===== config.mk =====
export PLATFORM = sky130hd
export DESIGN_NAME = alu_seq_flat
export DESIGN_NICKNAME = d
export VERILOG_FILES = /design/src/rtl/alu_seq_if.sv /design/src/rtl/alu_seq.sv /design/src/flat_wrapper.sv
export SDC_FILE = /design/constraint.sdc
export NUM_CORES = 1
export LEC_CHECK = 0
export ABC_CLOCK_PERIOD_IN_PS = 4050
export BUFFER_PORTS_ARGS = -buffer_cell sky130_fd_sc_hd__clkbuf_2
export CORE_ASPECT_RATIO = 0.5
export CORE_MARGIN = 4
export CORE_UTILIZATION = 61
export DETAILED_ROUTE_END_ITERATION = 10
export PLACE_DENSITY = 0.9
export SYNTH_ARGS = -nofsm -noshare
export SYNTH_HDL_FRONTEND = slang
export SYNTH_SLANG_ARGS = --single-unit

===== constraint.sdc =====
create_clock -name clk -period 4.05 [get_ports clk]
set_clock_uncertainty 0.15 [all_clocks]
set_input_delay 0.2025 -clock clk [delete_from_list [all_inputs] [get_ports clk]]
set_output_delay 0.2025 -clock clk [all_outputs]
set_load 0.005 [all_outputs]

===== src/rtl/alu_seq_if.sv =====
// Main-bus bundle between the sequenced ALU (master) and the bus side (slave).
// Carries the operand fetch / result write handshake and the tri-state enables.
interface alu_seq_if #(
  parameter int W = 4
);
  logic [W-1:0] bus_in;
  logic         bus_ready;
  logic [3:0]   bus_req;
  logic [W-1:0] bus_out;
  logic [W-1:0] bus_oe;

  modport master (
    input  bus_in,
    input  bus_ready,
    output bus_req,
    output bus_out,
    output bus_oe
  );

  modport slave (
    output bus_in,
    output bus_ready,
    input  bus_req,
    input  bus_out,
    input  bus_oe
  );
endinterface


===== src/rtl/alu_seq.sv =====
// W-bit sequenced ALU: latches opcode/imm on start, fetches operand B over the
// main bus, computes one of seven operations and writes the result back.
module alu_seq #(
  parameter int W = 4
) (
  input  logic         clk,
  input  logic         rst_n,
  input  logic         start,
  input  logic [3:0]   opcode,
  input  logic [W-1:0] imm,
  alu_seq_if.master    bus,
  output logic         busy,
  output logic         done,
  output logic         carry,
  output logic         zero,
  output logic         err
);

  localparam logic [3:0] OP_NOP = 4'd0;
  localparam logic [3:0] OP_ADD = 4'd1;
  localparam logic [3:0] OP_SUB = 4'd2;
  localparam logic [3:0] OP_AND = 4'd3;
  localparam logic [3:0] OP_OR  = 4'd4;
  localparam logic [3:0] OP_XOR = 4'd5;
  localparam logic [3:0] OP_SHL = 4'd6;
  localparam logic [3:0] OP_SHR = 4'd7;

  localparam logic [3:0] REQ_NONE  = 4'b0000;
  localparam logic [3:0] REQ_OPND  = 4'b0011;
  localparam logic [3:0] REQ_READ  = 4'b0001;
  localparam logic [3:0] REQ_WRITE = 4'b0010;

  // W always fits in W bits for W >= 2, so the shift-range test stays W wide.
  localparam logic [W-1:0] W_L = W'(W);

  typedef enum logic [2:0] {
    ST_IDLE  = 3'd0,
    ST_REQ   = 3'd1,
    ST_FETCH = 3'd2,
    ST_EXEC  = 3'd3,
    ST_WRITE = 3'd4,
    ST_DONE  = 3'd5
  } state_e;

  state_e       state_q;
  logic [3:0]   op_q;
  logic [W-1:0] a_q;
  logic [W-1:0] b_q;
  logic [3:0]   req_q;
  logic [W-1:0] out_q;
  logic [W-1:0] oe_q;
  logic         busy_q;
  logic         done_q;
  logic         carry_q;
  logic         zero_q;
  logic         err_q;

  logic [W:0]   sum_d;
  logic [W:0]   diff_d;
  logic [W-1:0] res_d;
  logic         carry_d;
  logic         shift_big_d;

  assign sum_d       = {1'b0, a_q} + {1'b0, b_q};
  assign diff_d      = {1'b0, a_q} - {1'b0, b_q};
  assign shift_big_d = (a_q >= W_L);

  // Result and carry of the latched operation, consumed in EXEC.
  always_comb begin
    res_d   = '0;
    carry_d = 1'b0;
    case (op_q)
      OP_ADD: begin
        res_d   = sum_d[W-1:0];
        carry_d = sum_d[W];
      end
      OP_SUB: begin
        res_d   = diff_d[W-1:0];
        carry_d = diff_d[W];
      end
      OP_AND: res_d = a_q & b_q;
      OP_OR:  res_d = a_q | b_q;
      OP_XOR: res_d = a_q ^ b_q;
      OP_SHL: begin
        if (shift_big_d) begin
          res_d = '0;
        end else begin
          res_d = b_q << a_q;
        end
      end
      OP_SHR: begin
        if (shift_big_d) begin
          res_d = '0;
        end else begin
          res_d = b_q >> a_q;
        end
      end
      default: begin
        res_d   = '0;
        carry_d = 1'b0;
      end
    endcase
  end

  // Sequencer; every output is registered alongside the state it belongs to.
  always_ff @(posedge clk or negedge rst_n) begin
    if (!rst_n) begin
      state_q <= ST_IDLE;
      op_q    <= 4'd0;
      a_q     <= '0;
      b_q     <= '0;
      req_q   <= REQ_NONE;
      out_q   <= '0;
      oe_q    <= '0;
      busy_q  <= 1'b0;
      done_q  <= 1'b0;
      carry_q <= 1'b0;
      zero_q  <= 1'b0;
      err_q   <= 1'b0;
    end else begin
      done_q <= 1'b0;
      err_q  <= 1'b0;
      case (state_q)
        ST_IDLE: begin
          if (start) begin
            op_q   <= opcode;
            a_q    <= imm;
            busy_q <= 1'b1;
            if ((opcode == OP_NOP) || opcode[3]) begin
              state_q <= ST_DONE;
            end else begin
              state_q <= ST_REQ;
              req_q   <= REQ_OPND;
            end
          end
        end
        ST_REQ: begin
          if (bus.bus_ready) begin
            state_q <= ST_FETCH;
            req_q   <= REQ_READ;
          end
        end
        ST_FETCH: begin
          if (bus.bus_ready) begin
            b_q     <= bus.bus_in;
            state_q <= ST_EXEC;
            req_q   <= REQ_NONE;
          end
        end
        ST_EXEC: begin
          carry_q <= carry_d;
          zero_q  <= (res_d == '0);
          out_q   <= res_d;
          oe_q    <= '1;
          req_q   <= REQ_WRITE;
          state_q <= ST_WRITE;
        end
        ST_WRITE: begin
          if (bus.bus_ready) begin
            state_q <= ST_IDLE;
            busy_q  <= 1'b0;
            done_q  <= 1'b1;
            out_q   <= '0;
            oe_q    <= '0;
            req_q   <= REQ_NONE;
          end
        end
        // NOP and illegal opcodes complete without touching the bus or flags.
        ST_DONE: begin
          state_q <= ST_IDLE;
          busy_q  <= 1'b0;
          done_q  <= 1'b1;
          err_q   <= op_q[3];
        end
        default: begin
          state_q <= ST_IDLE;
          busy_q  <= 1'b0;
          out_q   <= '0;
          oe_q    <= '0;
          req_q   <= REQ_NONE;
        end
      endcase
    end
  end

  assign bus.bus_req = req_q;
  assign bus.bus_out = out_q;
  assign bus.bus_oe  = oe_q;
  assign busy        = busy_q;
  assign done        = done_q;
  assign carry       = carry_q;
  assign zero        = zero_q;
  assign err         = err_q;

endmodule

===== src/flat_wrapper.sv =====
// flat-port wrapper written by rule: the top's interface ports become plain ports
module alu_seq_flat 
#(
  parameter int W = 4
)
  (clk, rst_n, start, opcode, imm, busy, done, carry, zero, err, bus_bus_in, bus_bus_ready, bus_bus_req, bus_bus_out, bus_bus_oe);
  alu_seq_if #(.W(W)) bus_i ();
  input  logic clk;
  input  logic rst_n;
  input  logic start;
  input  logic [3:0] opcode;
  input  logic [W-1:0] imm;
  output logic busy;
  output logic done;
  output logic carry;
  output logic zero;
  output logic err;
  input wire logic [$bits(bus_i.bus_in)-1:0] bus_bus_in;
  input wire logic [$bits(bus_i.bus_ready)-1:0] bus_bus_ready;
  output wire logic [$bits(bus_i.bus_req)-1:0] bus_bus_req;
  output wire logic [$bits(bus_i.bus_out)-1:0] bus_bus_out;
  output wire logic [$bits(bus_i.bus_oe)-1:0] bus_bus_oe;
  assign bus_i.bus_in = bus_bus_in;
  assign bus_i.bus_ready = bus_bus_ready;
  assign bus_bus_req = bus_i.bus_req;
  assign bus_bus_out = bus_i.bus_out;
  assign bus_bus_oe = bus_i.bus_oe;
  alu_seq #(.W(W)) u_core (.clk(clk), .rst_n(rst_n), .start(start), .opcode(opcode), .imm(imm), .bus(bus_i), .busy(busy), .done(done), .carry(carry), .zero(zero), .err(err));
endmodule

==> results.json, run 1 <==
{
  "fmax_mhz": 383,
  "ys_types": 60,
  "yosys-top-cells-count": "27 x dfrtp_1, 18 x o21ai_0, 17 x a21oi_1, 17 x nand2_1, 16 x inv_1",
  "critPathRequiredTime_ns": 4.12,
  "synth_warnings": 0,
  "grt_pass1_wl_um": 8370,
  "nNetsFinal": 281,
  "drt_iter0_markers": 163,
  "fin_crit_sh": 0.645,
  "yosysMostFrequentCell": "dfrtp_1",
  "synth_edf_count": 0,
  "min_path_type": "in2reg",
  "dp_hpwl_um": 3940,
  "grt_start_max_net_pins": 28,
  "synth_top_area_share": 0.342,
  "fin_hold_ws_ns": 0.00278,
  "syn-cell-area_um2": 1970,
  "timing.max_cap.violations": 0,
  "async_flop_share": 1.00,
  "synth_compound_area_frac": 0.261,
  "worst_skew_pair.late_latency_ns": 0.28,
  "antenna_found_initial": 0,
  "cts_setup_buffers": 0,
  "die_w_um": 88.5,
  "cts_tree": "yes",
  "power_density_nw_per_um2": 797,
  "finalSetupViolCount": 0,
  "cts_sinks": 27,
  "worstSetupPathType": "reg2reg",
  "vias": 1819,
  "synth_mux_area_frac": 0.0234,
  "initial_core_util": 0.648,
  "cts_buffer_depth": 2,
  "worst_slew_pin_slew_ns": 1.14,
  "synthXorXnorAreaFrac": 0.00444,
  "cts_root_buf": "clkbuf_8",
  "wl_um": 5220,
  "syn_to_final_growth_pct": 11.5,
  "ant_nets": 0,
  "rsz0062_at_grt": "no",
  "clk_pin_slew_ns": 0.10,
  "cts_resized": 0,
  "slew_viol_final": 0,
  "ir_drop_mv": 0.543,
  "drc": 2,
  "wl_per_cell_um": 18.1,
  "syn_avg_cell_area_um2": 8.81,
  "critPathMaxFanout": 12,
  "dp.cells": 278,
  "grt-ovfl-total": 0,
  "netlist.top_cell.by_area": "dfrtp_1",
  "synthCells": 224,
  "core_area_um2": 3050,
  "track_usage": 0.270,
  "drive_above_1_share": 0.205,
  "cts_buffers": 3,
  "worst_slew_margin_rel": 0.241,
  "first_pass_iters": 7,
  "synth-seq-area-share": 0.342,
  "violations": "design-rule violations",
  "status": "complete, but fails checks",
  "p_leak_nw": 1.02,
  "die-area_um2": 4270,
  "synthTopCellsByArea": "dfrtp_1 34%, ha_1 8.2%, o21ai_0 4.6%",
  "utilization": 0.722,
  "stdcell_count": 289,
  "diodes": 0,
  "critPathArrivalTime_ns": 2.68,
  "end_kind": "register",
  "gp_congestion": 0.939,
  "ys_ff_latch": 27,
  "synth_top_flop_cell": "dfrtp_1",
  "htree_levels": 1,
  "first_global_vias": 1652,
  "synth-adder-area-share": 0.103,
  "pin_count": 33,
  "fin_crit_ns": 2.61,
  "n_fill_cell": 236,
  "die_h_um": 48.2,
  "rows": 14,
  "yosys.area_share.simple": 0.179,
  "viasPerCell": 6.29,
  "synth_top_family_by_area": "compound AO/OA/AOI/OAI gates",
  "setup_tns_ns": 0,
  "hold_viol_final": 0,
  "setup.worst_path.start_class": "register",
  "port_buffers": 30
}
-- logic make-up (layout without fill, tap and decap cells) --
group / after synthesis / in the layout
AOI/OAI and AO/OA: 75 / 75
and+or+nand+nor: 65 / 65
buffers and inverters: 36 / 60
DFF: 27 / 27
adders and majority gates: 15 / 15
muxes: 4 / 4
other: 1 / 2
xor gates and xnor gates: 1 / 1
-- cell usage in the layout, fill, tap and decap left out, drive strengths merged, types with 3 or more instances in the layout --
cell	count
nor3	7
nand2	18
inv	19
nor2b	6
a22o	3
a21oi	17
dlygate4sd3	7
dfrtp	27
o21ai	22
nor4	4
a31oi	3
ha	13
o221a	3
clkbuf	33
nand3	3
nor2	14
a211oi	3
-- through the flow --
| stage | power (mW) | area [um2] | worst slack [ns] |
|---|---|---|---|
| finish | 1.75 | 2200 | 1.44 |
| global route | 1.90 | 2200 | 1.28 |
| CTS | 1.74 | 2200 | 1.46 |
| detailed placement | 1.56 | 2080 | 1.49 |
| global placement | 1.53 | 2080 | 1.61 |
| floorplan | 1.30 | 1980 | 1.74 |
-- where the power goes --
| part | internal, mW | switching, mW | total [mW] |
|---|---|---|---|
| logic | 0.423 | 0.535 | 0.958 |
| registers | 0.384 | 0.246 | 0.630 |
| clock network | 0.0723 | 0.0935 | 0.166 |
| total | 0.880 | 0.874 | 1.75 |
-- worst max-delay path, stage by stage, from the launching register on --
cell	delay, ns
dfrtp_1	0.61
inv_1	0.21
ha_1	0.36
o21bai_1	0.16
a21oi_1	0.11
a311oi_1	0.30
nor4_1	0.08
a211oi_1	0.35
a32o_2	0.24
-- routing by layer --
layer,track usage,vias up,wire length [um]
li1,-,864,-
met1,0.355,864,2270
met2,0.467,87,2470
met3,0.0776,4,452
met4,0.0422,0,25
met5,0,-,0
-- state kept, by name, indices dropped and copies added (netlist names) --
register            flops
u_core.a_q              4
u_core.b_q              4
u_core.bus.bus_oe       1
u_core.bus.bus_out      4
u_core.bus.bus_req      2
u_core.busy             1
u_core.carry            1
u_core.done             1
u_core.err              1
u_core.op_q             4
u_core.state_q          3
u_core.zero             1
-- final cells by class --
cell class	count	area, um2	area share
multi-input combinational	162	1130	0.515
sequential	27	676	0.307
timing repair buffer	37	220	0.100
inverter	19	71.3	0.0324
tap	40	50.0	0.0227
clock buffer	3	41.3	0.0188
clock inverter	1	8.76	0.00398
-- worst paths after layout --
kind | to | slack (ns) | start | cells past startpoint
setup / recovery | u_core.zero | 1.44 | u_core.a_q[1] | 8
hold / removal | u_core.op_q[0] | 0.003 | opcode[0] | 3
setup reg to reg | u_core.zero | 1.44 | u_core.a_q[1] | 8
hold reg to reg | u_core.carry | 0.35 | u_core.carry | 1
max in group asynchronous | u_core.bus.bus_out[3] | 2.98 | rst_n | 2
min in group asynchronous | u_core.bus.bus_req[1] | 0.34 | rst_n | 2
-- repair_timing --
item / in CTS / in global routing
endpoints found under the hold margin: 33 / 0
hold buffers: 7 / 0
endpoints found under the setup margin: 0 / 0
Note: power is estimated with default switching activity, not from simulation.
==> run 2, diff against run 1 <==
Settings changed: ABC_CLOCK_PERIOD_IN_PS 4050 to 2650, CORE_UTILIZATION 61 to 56, PLACE_DENSITY 0.9 to 0.84.
Clock period 4.05 ns to 2.65 ns, I/O delays scaled along.
==> run 2 against run 1 <==
The flow now finishes without violations; sequential power up 49%; power is 56% higher; utilization is 0.32 points higher; combinational power is 60% higher; global-route usage fell by 3.3 points; cell count grew 6.6%; non-clock buffer count up 11; worst setup slack got worse by 1.4 ns; fmax is 1.6% higher; critical endpoint unchanged; largest power group unchanged.
==> results.json, run 2 (synthesis results as in run 1) <==
{
  "status": "finished clean",
  "final_common_cell": "clkbuf_2",
  "track_usage": 0.237,
  "cts_setup_buffers": 0,
  "fin_crit_ns": 2.57,
  "p_leak_nw": 1.07,
  "slowest_stage": "dfrtp_1",
  "cp_slowest_stage_delay_ns": 0.49,
  "drc": 0,
  "worstSetupPathType": "reg2reg",
  "pin_count": 33,
  "end_kind": "register",
  "first_pass_iters": 6,
  "timing.max_cap.violations": 0,
  "ant_nets": 0,
  "worstPathCellList": "inv_1 -> ha_1 -> a21oi_1 -> a211oi_1 -> a311oi_1 -> nor4_1 -> a211oi_1 -> a32o_2",
  "worst_skew_pair.late_latency_ns": 0.29,
  "grt-ovfl-total": 0,
  "cts_buffers": 3,
  "power_density_nw_per_um2": 1180,
  "worst_slack_ns": 0.0789,
  "rsz0062_at_grt": "no",
  "grt_start_max_net_pins": 28,
  "utilization": 0.726,
  "dp_hpwl_um": 3810,
  "worstPathBufferInverterCount": 1,
  "setup_tns_ns": 0,
  "rows": 14,
  "pre_cts_ws_ns": 0.0996,
  "initial_core_util": 0.619,
  "diodes": 0,
  "cp_common_cell": "a211oi_1",
  "crit_cells": 8,
  "stdcell_area_um2": 2310,
  "clk_pin_slew_ns": 0.11,
  "wl_um": 5210,
  "gp_congestion": 0.963,
  "htree_levels": 1,
  "fmax_mhz": 389,
  "critPathRequiredTime_ns": 2.74,
  "grt_pass1_wl_um": 8740,
  "critPathArrivalTime_ns": 2.66,
  "fin_crit_sh": 0.970,
  "vias": 1872,
  "cts_root_buf": "clkbuf_8",
  "worstHoldPathCells": 3,
  "finalSetupViolCount": 0,
  "core_area_um2": 3190,
  "min_path_type": "in2reg",
  "antenna_found_initial": 0,
  "fin_hold_ws_ns": 0.0648,
  "slew_viol_final": 0,
  "wl_per_cell_um": 16.9,
  "worst_slew_pin_slew_ns": 0.682,
  "ir_drop_mv": 0.643,
  "critPathMaxFanout": 7,
  "setup.worst_path.start_class": "register",
  "cts_tree": "yes",
  "worst_slew_margin_rel": 0.545,
  "hold_viol_final": 0,
  "final_cell_mix": "30 x clkbuf_2, 26 x dfrtp_1, 18 x o21ai_0",
  "syn_to_final_growth_pct": 17.2,
  "nNetsFinal": 292,
  "cts_buffer_depth": 2,
  "die-area_um2": 4600,
  "die_w_um": 92.0,
  "r2r_cells": 8,
  "first_global_vias": 1760,
  "path_delay_family": "compound AO/OA/AOI/OAI gates",
  "drt_iter0_markers": 257,
  "drive_above_1_share": 0.215,
  "cts_sinks": 27,
  "placed_area_um2": 2120,
  "port_buffers": 30,
  "die_h_um": 50.0,
  "viasPerCell": 6.08
}
==> run 2: worst reg2reg max path, cell delays in order, from the launching register on <==
cell      delay, ns
dfrtp_1        0.49
inv_1          0.13
ha_1           0.42
a21oi_1        0.21
a211oi_1       0.10
a311oi_1       0.25
nor4_1         0.08
a211oi_1       0.45
a32o_2         0.24
==> run 2: path summary, 6_finish.rpt <==
| path | slack, ns | endpoint | startpoint |
|---|---|---|---|
| max | 0.08 | u_core.zero | u_core.b_q[2] |
| min | 0.06 | u_core.state_q[0] | start |
| max reg2reg | 0.08 | u_core.zero | u_core.b_q[2] |
| min reg2reg | 0.34 | u_core.carry | u_core.carry |
| max in group asynchronous | 1.61 | u_core.a_q[0] | rst_n |
| min in group asynchronous | 0.26 | u_core.bus.bus_req[1] | rst_n |
==> run 2: final cells by class <==
class | instances | area [um2]
Clock inverter | 1 | 8.76
Fill cell | 243 | 875
Multi-Input combinational cell | 162 | 1130
Sequential cell | 27 | 677
Inverter | 19 | 71.3
Tap cell | 48 | 60.1
Timing Repair Buffer | 48 | 320
Clock buffer | 3 | 41.3
==> run 2: where the power goes <==
| part | internal (mW) | switching [mW] |
|---|---|---|
| logic | 0.681 | 0.852 |
| registers | 0.589 | 0.347 |
| clock network | 0.111 | 0.153 |
| total | 1.38 | 1.35 |
==> run 2: what timing repair did <==
action / CTS / global route
hold buffers: 14 / 0
endpoints found under the hold margin: 40 / 0
endpoints found under the setup margin: 0 / 2
resized for setup: 0 / 1
==> run 2: stage by stage <==
step	total power, mW	instances
after floorplan	1.98	225
after global placement	2.36	290
after detailed placement	2.41	290
after CTS	2.69	308
after global routing	2.94	308
final	2.73	308
==> run 2: routing by layer <==
| metal | up-vias | GRT usage | wire, um |
|---|---|---|---|
| met5 | - | 0 | 0 |
| met2 | 90 | 0.389 | 2420 |
| li1 | 878 | - | - |
| met1 | 897 | 0.325 | 2300 |
| met3 | 7 | 0.0486 | 435 |
| met4 | 0 | 0.0517 | 62 |
==> run 3, diff against run 2 <==
Settings changed: ABC_AREA from default to 1, TNS_END_PERCENT from default to 20.
==> run 3 against run 2 <==
Clock power fell by 9.5%; routed wire length up 3.3%; highest routed layer unchanged; worst hold slack improved by 0.11 ns; first-iteration DRC count decreased by 9.7%; worst setup slack better by 0.36 ns; design area down 0.38%; critical path depth is 3 higher.
==> results.json, run 3 <==
{
  "slew_viol_final": 0,
  "grt_start_max_net_pins": 28,
  "worst_slew_pin_slew_ns": 0.680,
  "grt_pass1_wl_um": 8830,
  "cts_root_buf": "clkbuf_8",
  "clk_pin_slew_ns": 0.09,
  "placed_area_um2": 2120,
  "async_flop_share": 1.00,
  "pin_count": 33,
  "yosys-top-cells-count": "70 x nand2_1, 45 x nor2_1, 27 x dfrtp_1",
  "yosysMostFrequentCell": "nand2_1",
  "drive_above_1_share": 0.169,
  "antenna_found_initial": 0,
  "die_w_um": 91.6,
  "ys_ff_latch": 27,
  "wl_per_cell_um": 14.9,
  "p_leak_nw": 1.28,
  "ant_nets": 0,
  "track_usage": 0.249,
  "netlist.top_cell.by_area": "dfrtp_1",
  "globalRouteMet2Util": 0.406,
  "end_kind": "register",
  "hold_viol_final": 0,
  "ys_types": 33,
  "first_global_vias": 1873,
  "grt_use_met3": 0.0578,
  "ir_drop_mv": 0.716,
  "worstPathCellList": "inv_1 -> fa_1 -> nor2_1 -> nor2_1 -> nand2_1 -> nand2_1 -> nor2_1 -> nand3_1 -> nor2_1 -> nand3_1 -> nand2_1",
  "final_common_cell": "nand2_1",
  "htree_levels": 1,
  "crit_start": "u_core.a_q[1]",
  "initial_core_util": 0.618,
  "syn-cell-area_um2": 1960,
  "r2r-start": "u_core.a_q[1]",
  "cts_sinks": 27,
  "core_area_um2": 3170,
  "worst_slew_margin_rel": 0.547,
  "cts_buffer_depth": 2,
  "synth_top_flop_cell": "dfrtp_1",
  "holdBufCountCts": 14,
  "cts_resized": 0,
  "cp_slowest_stage_delay_ns": 0.56,
  "top_usage_layer": "met2",
  "fin_crit_ns": 2.21,
  "worst_skew_pair.late_latency_ns": 0.28,
  "vias": 1980,
  "n_fill_cell": 236,
  "synth-seq-area-share": 0.345,
  "cts_tree": "yes",
  "worstSetupPathType": "reg2reg",
  "slowest_stage": "dfrtp_1",
  "die-area_um2": 4560,
  "synth_edf_count": 0,
  "cts_setup_buffers": 0,
  "timing.max_cap.violations": 0,
  "drc": 0,
  "dp_hpwl_um": 3980,
  "use_met1": 0.330,
  "nNetsFinal": 346,
  "final_cell_mix": "70 x nand2_1, 45 x nor2_1, 30 x clkbuf_2",
  "finalSetupViolCount": 0,
  "status": "finished clean",
  "cp_common_cell": "nor2_1",
  "min_path_type": "in2reg",
  "cts_buffers": 3,
  "synth_warnings": 0,
  "die_h_um": 49.8,
  "drt_iter0_markers": 232,
  "fin_hold_ws_ns": 0.177,
  "diodes": 0,
  "syn_avg_cell_area_um2": 7.20,
  "grt-ovfl-total": 0,
  "first_pass_iters": 5,
  "rsz0062_at_grt": "no",
  "critPathRequiredTime_ns": 2.73,
  "synthTopCellsByArea": "dfrtp_1 35%, nand2_1 13%, nor2_1 8.6%",
  "setup.worst_path.start_class": "register",
  "power_density_nw_per_um2": 1160,
  "syn_to_final_growth_pct": 17.7,
  "setup_tns_ns": 0,
  "min-delay-start": "start",
  "viasPerCell": 5.47,
  "synth_top_area_share": 0.345,
  "gp_congestion": 0.940,
  "rows": 14,
  "synthCells": 272,
  "fin_crit_sh": 0.835,
  "port_buffers": 30,
  "stdcell_area_um2": 2300,
  "wl_um": 5380,
  "critPathArrivalTime_ns": 2.29,
  "fmax_mhz": 452,
  "critPathMaxFanout": 10
}
-- run 3: changes by cell type in the layout (fill, tap and decap cells not counted), moves of 5 or more --
cell	previous run	this run
nand2_1	17	70
nor2_1	14	45
nand3_1	3	25
o21ai_0	18	7
inv_1	16	24
nor2b_1	6	0
inv_2	2	7
nor3_1	7	2
-- run 3: worst paths after layout --
check	end	slack (ns)	cells after the start
worst max-delay path	u_core.zero	0.44	11
worst min-delay path	u_core.state_q[1]	0.18	5
worst max register to register	u_core.zero	0.44	11
worst min register to register	u_core.bus.bus_out[3]	0.36	2
max in group asynchronous	u_core.bus.bus_out[0]	1.66	2
min in group asynchronous	u_core.state_q[0]	0.26	2
-- run 3: report_power, final --
part           internal (mW)  switching [mW]  leakage [nW]
combinational          0.577            1.08         0.927
clock                  0.106           0.133        0.0255
sequential             0.588           0.200         0.324
-- run 3: routing by layer --
layer / part of all wire / up-vias / routed length, um
met4: 0.019 / 0 / 104
met2: 0.44 / 99 / 2390
met5: 0 / - / 0
li1: - / 948 / -
met3: 0.089 / 13 / 479
met1: 0.45 / 920 / 2410
-- run 3: critical path: cells and delay by family (launching register included) --
family,cells,cell delay [ns]
fa+ha+maj,1,0.47
buf+inv,1,0.21
flops,1,0.56
simple gates,9,0.76
-- run 3: layout make-up --
| cell class | count | area [um2] | share of cell area |
|---|---|---|---|
| repair buffers | 44 | 290 | 0.126 |
| clock inverters | 1 | 5.00 | 0.00217 |
| multi-input cells | 208 | 1120 | 0.484 |
| flip-flops and latches | 27 | 676 | 0.293 |
| well taps | 48 | 60.1 | 0.0261 |
| clock buffers | 3 | 41.3 | 0.0179 |
| inverters | 31 | 116 | 0.0505 |
-- run 3: through the flow --
step	power (mW)	setup WS, ns	std cells	util
CTS	2.61	0.477	362	0.727
finish	2.68	0.437	362	0.727
global route	2.90	0.307	362	0.727
global placement	2.32	0.607	344	0.668
floorplan	1.93	0.730	273	-
detailed placement	2.35	0.494	344	0.668
-- run 3: cell families after synthesis --
| kind of cell | Yosys count | synth area share |
|---|---|---|
| AOI/OAI and AO/OA | 33 | 0.0952 |
| xor gates and xnor gates | 1 | 0.00447 |
| adders and majority gates | 15 | 0.104 |
| buffers and inverters | 38 | 0.0869 |
| DFF | 27 | 0.345 |
| other | 1 | 0.00192 |
| and+or+nand+nor | 157 | 0.363 |
